--- config.mk ---
export PLATFORM = sky130hd
export DESIGN_NAME = signals_seq
export DESIGN_NICKNAME = d
export VERILOG_FILES = /design/src/rtl/signals_pkg.sv /design/src/rtl/signals_tick_gen.sv /design/src/rtl/signals_seq.sv
export SDC_FILE = /design/constraint.sdc
export NUM_CORES = 1
export LEC_CHECK = 0
export CORE_ASPECT_RATIO = 0.6
export CORE_UTILIZATION = 49
export DETAILED_ROUTE_END_ITERATION = 12
export PLACE_DENSITY = 0.79
export SLEW_MARGIN = 20
export SYNTH_ARGS = -nofsm -noshare
export SYNTH_HDL_FRONTEND = slang
export SYNTH_SLANG_ARGS = --single-unit
--- constraint.sdc ---
create_clock -name clk -period 2.7 [get_ports clk]
set_clock_uncertainty 0.1 [all_clocks]
set_input_delay 0.54 -clock clk [delete_from_list [all_inputs] [get_ports clk]]
set_output_delay 0.54 -clock clk [all_outputs]
set_load 0.01 [all_outputs]
--- src/rtl/signals_pkg.sv ---
// Shared definitions for the decoded-signal sequencer.
// Holds the two-bit sequencing mode encodings used on the mode input.
package signals_pkg;

    localparam logic [1:0] MODE_UP      = 2'b00;
    localparam logic [1:0] MODE_DOWN    = 2'b01;
    localparam logic [1:0] MODE_BOUNCE  = 2'b10;
    localparam logic [1:0] MODE_ONESHOT = 2'b11;

endpackage : signals_pkg

--- src/rtl/signals_tick_gen.sv ---
// Prescaler producing a one-cycle tick every DIV enabled cycles.
// Ports:
//   clk   - rising-edge clock
//   reset - synchronous active-high reset (prescaler to 0)
//   en    - count enable; the prescaler only advances when high
//   clr   - synchronous clear (driven by the parallel load strobe)
//   tick  - combinational strobe, high on the en cycle where the count is DIV-1
module signals_tick_gen #(
    parameter int DIV = 1
) (
    input  logic clk,
    input  logic reset,
    input  logic en,
    input  logic clr,
    output logic tick
);

    // Keep at least one bit of counter so DIV=1 still elaborates cleanly.
    localparam int PW = (DIV > 1) ? $clog2(DIV) : 1;
    localparam logic [PW-1:0] LAST = PW'(DIV - 1);

    logic [PW-1:0] count;

    assign tick = en && (count == LAST);

    always_ff @(posedge clk) begin
        if (reset) begin
            count <= '0;
        end else if (clr) begin
            count <= '0;
        end else if (en) begin
            if (tick) begin
                count <= '0;
            end else begin
                count <= count + PW'(1);
            end
        end
    end

endmodule : signals_tick_gen

--- src/rtl/signals_seq.sv ---
// Decoded-signal sequencer: steps an index through N_OUT positions and drives
// a registered one-hot of that index, with prescaling, four sequencing modes,
// parallel load, a terminal-event pulse and a sticky one-shot completion flag.
// Ports:
//   clk        - rising-edge clock
//   reset      - synchronous active-high reset
//   en         - count enable
//   mode       - 00 UP-wrap, 01 DOWN-wrap, 10 BOUNCE, 11 ONESHOT
//   load       - parallel load strobe (beats any tick on the same edge)
//   load_idx   - index to load, clamped to N_OUT-1
//   dec_signal - registered one-hot of idx
//   idx        - current binary index
//   dir        - 0 = up, 1 = down
//   tc         - one-cycle pulse after a tick that performed a terminal event
//   done       - sticky ONESHOT completion flag
module signals_seq
    import signals_pkg::*;
#(
    parameter  int N_OUT = 16,
    parameter  int DIV   = 1,
    localparam int CW    = $clog2(N_OUT)
) (
    input  logic             clk,
    input  logic             reset,
    input  logic             en,
    input  logic [1:0]       mode,
    input  logic             load,
    input  logic [CW-1:0]    load_idx,
    output logic [N_OUT-1:0] dec_signal,
    output logic [CW-1:0]    idx,
    output logic             dir,
    output logic             tc,
    output logic             done
);

    localparam logic [CW-1:0] LAST = CW'(N_OUT - 1);

    logic             tick;
    logic [CW-1:0]    idx_n;
    logic             dir_n;
    logic             done_n;
    logic             tc_n;
    logic [N_OUT-1:0] dec_n;

    signals_tick_gen #(
        .DIV (DIV)
    ) u_tick (
        .clk   (clk),
        .reset (reset),
        .en    (en),
        .clr   (load),
        .tick  (tick)
    );

    always_comb begin
        idx_n  = idx;
        dir_n  = dir;
        done_n = done;
        tc_n   = 1'b0;
        if (load) begin
            idx_n  = (load_idx > LAST) ? LAST : load_idx;
            dir_n  = (mode == MODE_DOWN);
            done_n = 1'b0;
        end else if (tick) begin
            case (mode)
                MODE_UP: begin
                    dir_n = 1'b0;
                    if (idx == LAST) begin
                        idx_n = '0;
                        tc_n  = 1'b1;
                    end else begin
                        idx_n = idx + CW'(1);
                    end
                end
                MODE_DOWN: begin
                    dir_n = 1'b1;
                    if (idx == '0) begin
                        idx_n = LAST;
                        tc_n  = 1'b1;
                    end else begin
                        idx_n = idx - CW'(1);
                    end
                end
                MODE_BOUNCE: begin
                    // Reflect at the ends rather than dwelling there.
                    if (!dir) begin
                        if (idx == LAST) begin
                            idx_n = LAST - CW'(1);
                            dir_n = 1'b1;
                            tc_n  = 1'b1;
                        end else begin
                            idx_n = idx + CW'(1);
                        end
                    end else begin
                        if (idx == '0) begin
                            idx_n = CW'(1);
                            dir_n = 1'b0;
                            tc_n  = 1'b1;
                        end else begin
                            idx_n = idx - CW'(1);
                        end
                    end
                end
                MODE_ONESHOT: begin
                    dir_n = 1'b0;
                    // Entering at LAST with done clear still completes on
                    // the next tick, so done/tc fire on arrival at LAST.
                    if (!done) begin
                        if (idx < LAST) begin
                            idx_n = idx + CW'(1);
                        end
                        if (idx_n == LAST) begin
                            done_n = 1'b1;
                            tc_n   = 1'b1;
                        end
                    end
                end
                default: ;
            endcase
        end
        // Decode the next index so dec_signal and idx update on the same edge.
        dec_n = {{(N_OUT-1){1'b0}}, 1'b1} << idx_n;
    end

    always_ff @(posedge clk) begin
        if (reset) begin
            idx        <= '0;
            dec_signal <= {{(N_OUT-1){1'b0}}, 1'b1};
            dir        <= 1'b0;
            tc         <= 1'b0;
            done       <= 1'b0;
        end else begin
            idx        <= idx_n;
            dec_signal <= dec_n;
            dir        <= dir_n;
            tc         <= tc_n;
            done       <= done_n;
        end
    end

endmodule : signals_seq
# Word level (Yosys, flattened, before mapping)
# Cells that the tools add are included.
# W data, S select, Z words.
# op_classes
addsub	3
n_lt_le_gt_ge	2
eq_ne	5
shift	1
mux	28
bitwise_logic	2
n_reduce_logical	8
# op_table
operator	n
$mux W4	14
$pmux W4 S4	1
$shl A1 B4 Y16 const A	1
$mux W1	11
$eq A4 B4 Y1 const B	2
$add A4 B1 Y4 const B	1
$eq A2 B2 Y1 const B	2
$gt A4 B4 Y1 const B	1
$logic_not A4 Y1	1
$lt A4 B4 Y1 const B	1
$pmux W1 S4	1
$reduce_or A2 Y1	2
$sub A4 B1 Y4 const B	1
$pmux W1 S3	1
$reduce_or A3 Y1	1
$eq A2 B1 Y1 const B	1
$logic_not A2 Y1	1
$not A1 Y1	2
$reduce_and A2 Y1	1
$reduce_bool A2 Y1	1
$add A1 B1 Y1 const B	1
$logic_and A1 B1 Y1	1
# totals
reg_bits	24
input_bits	10
output_inout_bits	23
word_cells	55

# Depth between registers and ports, before layout
# logic_depth
ltp_word	11
ltp_mapped	10
depth_no_buf	9

# Hierarchy
# From an unflattened synthesis, not the netlist that was laid out.
# unflattened
cells_unflattened	162
hier_area_um2	1398.8
# modules_own_cells
module	instances	cells_each	area_each_um2	seq_area_each_um2
signals_seq	1	159	1357.6	460.4
signals_tick_gen	1	3	41.3	20.0

# Worst setup path before layout
# Ideal clock, no wire load.
# synth_path
kind	register -> register
from	register idx[0]
to	register dec_signal[13]
setup_time_ns	0.116
t_arrival_ns	2.066
t_required_ns	2.484
path_slack_ns	0.418
stages_incl_launch_ff	10
path_buffers	1
synth_period_minus_slack_ns	2.282
cell_sequence	dfxtp_1 > buf_2 > inv_1 > ha_1 > nor3b_2 > a21o_1 > a2111o_1 > o221ai_2 > nand2b_1 > nor2_1
# synth_via
elab_chain_cells	11
elab_cells_between_ends	20
classes_between	add/sub (2); order compare (1); eq/ne (1); shift (1); mux (14); reduce/logical (1)
# synth_lines
item	line_no	source
start: declaration	signals_seq.sv:30	output logic [CW-1:0] idx,
start signal: assignment	signals_seq.sv:133	idx <= idx_n;
$add A4 B1 Y4 or $lt A4 B4 Y1 (tied branches)	--	
$mux W4	signals_seq.sv:109	if (idx < LAST) begin
$mux W4	signals_seq.sv:108	if (!done) begin
$mux W4	signals_seq.sv:65	case (mode)
$mux W4	signals_seq.sv:64	end else if (tick) begin
$mux W4	signals_seq.sv:60	if (load) begin
$mux W4	signals_seq.sv:108	
$pmux W4 S4	signals_seq.sv:65	
$mux W4 (*)	signals_seq.sv:64	
$mux W4 (*)	signals_seq.sv:60	
$shl A1 B4 Y16 (*)	signals_seq.sv:122	dec_n = {{(N_OUT-1){1'b0}}, 1'b1} << idx_n;
end signal: assignment	signals_seq.sv:128	dec_signal <= {{(N_OUT-1){1'b0}}, 1'b1};
end signal: assignment	signals_seq.sv:134	dec_signal <= dec_n;
end: declaration	signals_seq.sv:29	output logic [N_OUT-1:0] dec_signal,
# Every way passes the cells marked *; elsewhere a longest branch is shown, timed or not. The select of a mux whose other input is x is not followed.
# A chain may end at the register's enable or synchronous reset.

# Final worst setup path
# layout_path
from	input port mode[0]
to	register dec_signal[10]
# layout_via
elab_chain_cells	5
elab_cells_between_ends	8
classes_between	eq/ne (3); shift (1); mux (3); reduce/logical (1)
# layout_lines
item	line_no	source
start: declaration	signals_seq.sv:26	input logic [1:0] mode,
$eq A2 B2 Y1 (tied with other cells)	signals_seq.sv:65	
$pmux W4 S4 (*)	signals_seq.sv:65	
$mux W4 (*)	signals_seq.sv:64	
$mux W4 (*)	signals_seq.sv:60	
$shl A1 B4 Y16 (*)	signals_seq.sv:122	
# Every way passes the cells marked *; elsewhere a longest branch is shown, timed or not.

==> run_results.csv <==
group,metric,value,unit
logic_synthesis,seq_area_frac_synth,34.8,%
final_layout,diodes,0,
final_layout,final-seq-area,480,sq um
pwr,vdd_drop_max,0.000259,V
worst_setup_path,ff2ff_setup_slack,0.33,ns
die,die-area,3040,sq um
pwr,p_sw_share,28.9,%
sta,period_share,96.1,%
clock_tree,cts_sinks,24,
pwr,total_leakage_power,0.771,nW
worst_setup_path,reg2reg_from,"idx[0]",
worst_setup_path,critPathKind,"in2reg",
grt,grt_max_degree,14,
logic_synthesis,synthFlopType,"dfxtp_1",
clock_tree,cts_buffers,3,
clock_tree,htree_levels,1,
clock_tree,hold_buffers,0,
final_layout,fin_nets,226,
min_path,hold_depth,1,
sta,max_freq,0.385,GHz
clock_tree,cts_resized,0,
worst_setup_path,timing.rr.end,"dec_signal[6]",
clock_tree,clk_pin_slew,0.08,ns
final_layout,stdcell_area,1900,sq um
pwr,internal-power,0.000620,W
min_path,min_to,"u_tick.count",
pwr,seqPwrFrac,43.9,%
grt,grt_overflow,0,
sta,relSlewSlack,69.4,%
grt,grtUsageTotal,28.8,%
grt,antenna_found_initial,0,
sta,setup_viol,0,
detailed_routing,vias,1388,
min_path,hold_path_class,"reg2reg",
logic_synthesis,syn_area,1380,sq um
grt,grt_pass1_wl,6.53,mm
logic_synthesis,synth.avg_cell_area,8.46,sq um
logic_synthesis,yosysUniqueCellTypes,53,
min_path,hold_start,"u_tick.count",
logic_synthesis,synth_warnings,0,
detailed_routing,drc,2,
worst_setup_path,arrival,2.69,ns
die,core,2590,sq um
placement,gp_congestion,1.03,
worst_setup_path,crit_fanout,6,
final_layout,multiInputGateArea,832,sq um
placement,port_buffers,32,
job,maxCapViolations,0,
pwr,p_comb_share,28.6,%
logic_synthesis,netlist.area_leader.share,34.8,%
final_layout,syn_to_final_growth,38.1,%
logic_synthesis,synthArstFlopShare,0,%
worst_setup_path,cp-start-kind,"input port",
logic_synthesis,synth_seq_cells,24,
worst_setup_path,reg2regPathDepth,8,
run_status,status,"finished, violations left",
detailed_routing,firstDrtPassIters,9,
placement,dp.cells,235,
clock_tree,clockBufferDepth,2,
run_status,violations,"design-rule violations",
detailed_routing,routedWlPerCell,16.6,microns
sta,maxSlewViolCount,0,
final_layout,fillers,196,
pwr,p_switching,0.000252,W
sta,rsz0062_at_grt,"yes",
grt,grt_pass1_vias,1276,
die,die_width,70.5,microns
pwr,power,0.000873,W
detailed_routing,ant_nets,0,
clock_tree,post_cts_buffers,0,
logic_synthesis,synth_edf_count,0,
detailed_routing,drt_wl_total,3.96,mm
clock_tree,tritoncts,"yes",
sta,period_minus_slack,2.59,ns
logic_synthesis,synth_area_leader_cell,"dfxtp_1",
worst_setup_path,end_kind,"flip-flop",
worst_setup_path,required,2.80,ns
die,dieHeight,43.1,microns
final_layout,drive_gt1_share,17.4,%
sta,hold_viol_final,0,
detailed_routing,drt_iter0_drc,173,
logic_synthesis,synthTopCellsByArea,"dfxtp_1, ha_1, nor2_1, nand2b_1, a21oi_1",
placement,dpl-instance-area,1820,sq um
logic_synthesis,netlist_instances,163,
pwr,pwr-share-clk,27.4,%
detailed_routing,via_per_inst,5.81,
die,initial_core_util,53.2,%
logic_synthesis,syn-num-nets,181,
clock_tree,clock_latency,0.26,ns
die,io_pins,33,
clock_tree,cts_root_buf,"clkbuf_8",
die,row_count,14,
final_layout,finalNonFillerCells,239,
placement,dp_hpwl,3.11,mm
sta,worst_pin_slew,0.457,ns
pwr,power-per-cell-area,458,nW/um^2
kinds of logic after synthesis:
kind of cell    share of synthesized area, %
simple gates                            27.0
mux                                     1.45
xor+xnor                               0.635
fa+ha+maj                               7.26
compound gates                          22.1
flops                                   34.8
buf+inv                                 6.71
Yosys cell counts (all sizes together), types with 4 or more instances:
cell    count
ha          8
a21oi       8
o21ai       5
nand3       5
buf         7
clkbuf      4
inv         9
nand2b     10
a31oi       4
dfxtp      24
nand2      10
nor2       23
area by class of cell:
type,instances,share of cell area (%)
Tap cell,32,2.10
Inverter,9,1.77
Clock buffer,4,2.89
Timing Repair Buffer,51,24.3
Multi-Input combinational cell,119,43.7
Sequential cell,24,25.2
power groups by stage:
stage,combinational (W),clock [W],sequential (W)
floorplan,0.000138,0,0.000393
finish,0.000250,0.000240,0.000383
CTS,0.000238,0.000241,0.000383
global route,0.000270,0.000259,0.000386
detailed placement,0.000235,0,0.000391
global placement,0.000232,0,0.000391
layout by cell type, fill, tap and decap left out, types with 2 or more instances in the layout:
cell type / netlist / layout
ha_1: 8 / 7
nand3_1: 4 / 4
dfxtp_1: 24 / 24
nor2_1: 23 / 23
nand3b_1: 2 / 2
o21ai_0: 3 / 3
nor4b_1: 2 / 2
nor4_1: 2 / 2
and2_1: 2 / 2
a21oi_1: 8 / 8
buf_4: 1 / 19
clkdlybuf4s50_1: 0 / 32
nand2b_1: 10 / 9
a21o_1: 3 / 3
or3_1: 2 / 2
nor3_1: 3 / 3
inv_1: 9 / 9
a31oi_1: 4 / 4
clkbuf_8: 0 / 4
mux2i_1: 2 / 2
nand2_1: 10 / 10
through the flow:
step           hold WS [ns]  TNS (ns)  util [%]  worst slack (ns)
6_report              0.392         0      73.5             0.105
5_1_grt               0.416   -0.0828      73.5           -0.0176
4_1_cts               0.396         0      72.4            0.0593
3_5_place_dp          0.384     -1.87      70.3            -0.200
3_3_place_gp          0.379     -1.40      70.3            -0.165
2_1_floorplan         0.368         0         -             0.418
per-layer routing:
metal	track usage, %	part of all wire (%)	vias up
met3	7.84	7.6	0
met4	5.31	0	0
met5	0	0	-
met1	42.7	50	658
met2	41.6	43	64
li1	-	-	666
critical path, cell delays in order:
cell,delay (ns)
clkdlybuf4s50_1,0.51
ha_1,0.32
nand2b_1,0.14
buf_4,0.15
o221a_2,0.27
o21a_2,0.25
or3_4,0.37
nor2_1,0.14
worst max path at each step:
stage / startpoint / endpoint / slack [ns] / cells past startpoint
floorplan: idx[0] / dec_signal[13] / 0.42 / 9
global placement: mode[0] / dec_signal[4] / -0.16 / 8
detailed placement: mode[0] / dec_signal[6] / -0.20 / 8
CTS: mode[0] / dec_signal[6] / 0.06 / 8
global route: mode[0] / dec_signal[15] / -0.02 / 9
finish: mode[0] / dec_signal[10] / 0.11 / 8
state kept, by name, indices dropped and copies added, names as in the netlist:
register / flops
done: 1
tc: 1
idx: 4
dir: 1
dec_signal: 16
u_tick.count: 1
Power figures use the tool's default switching activity.
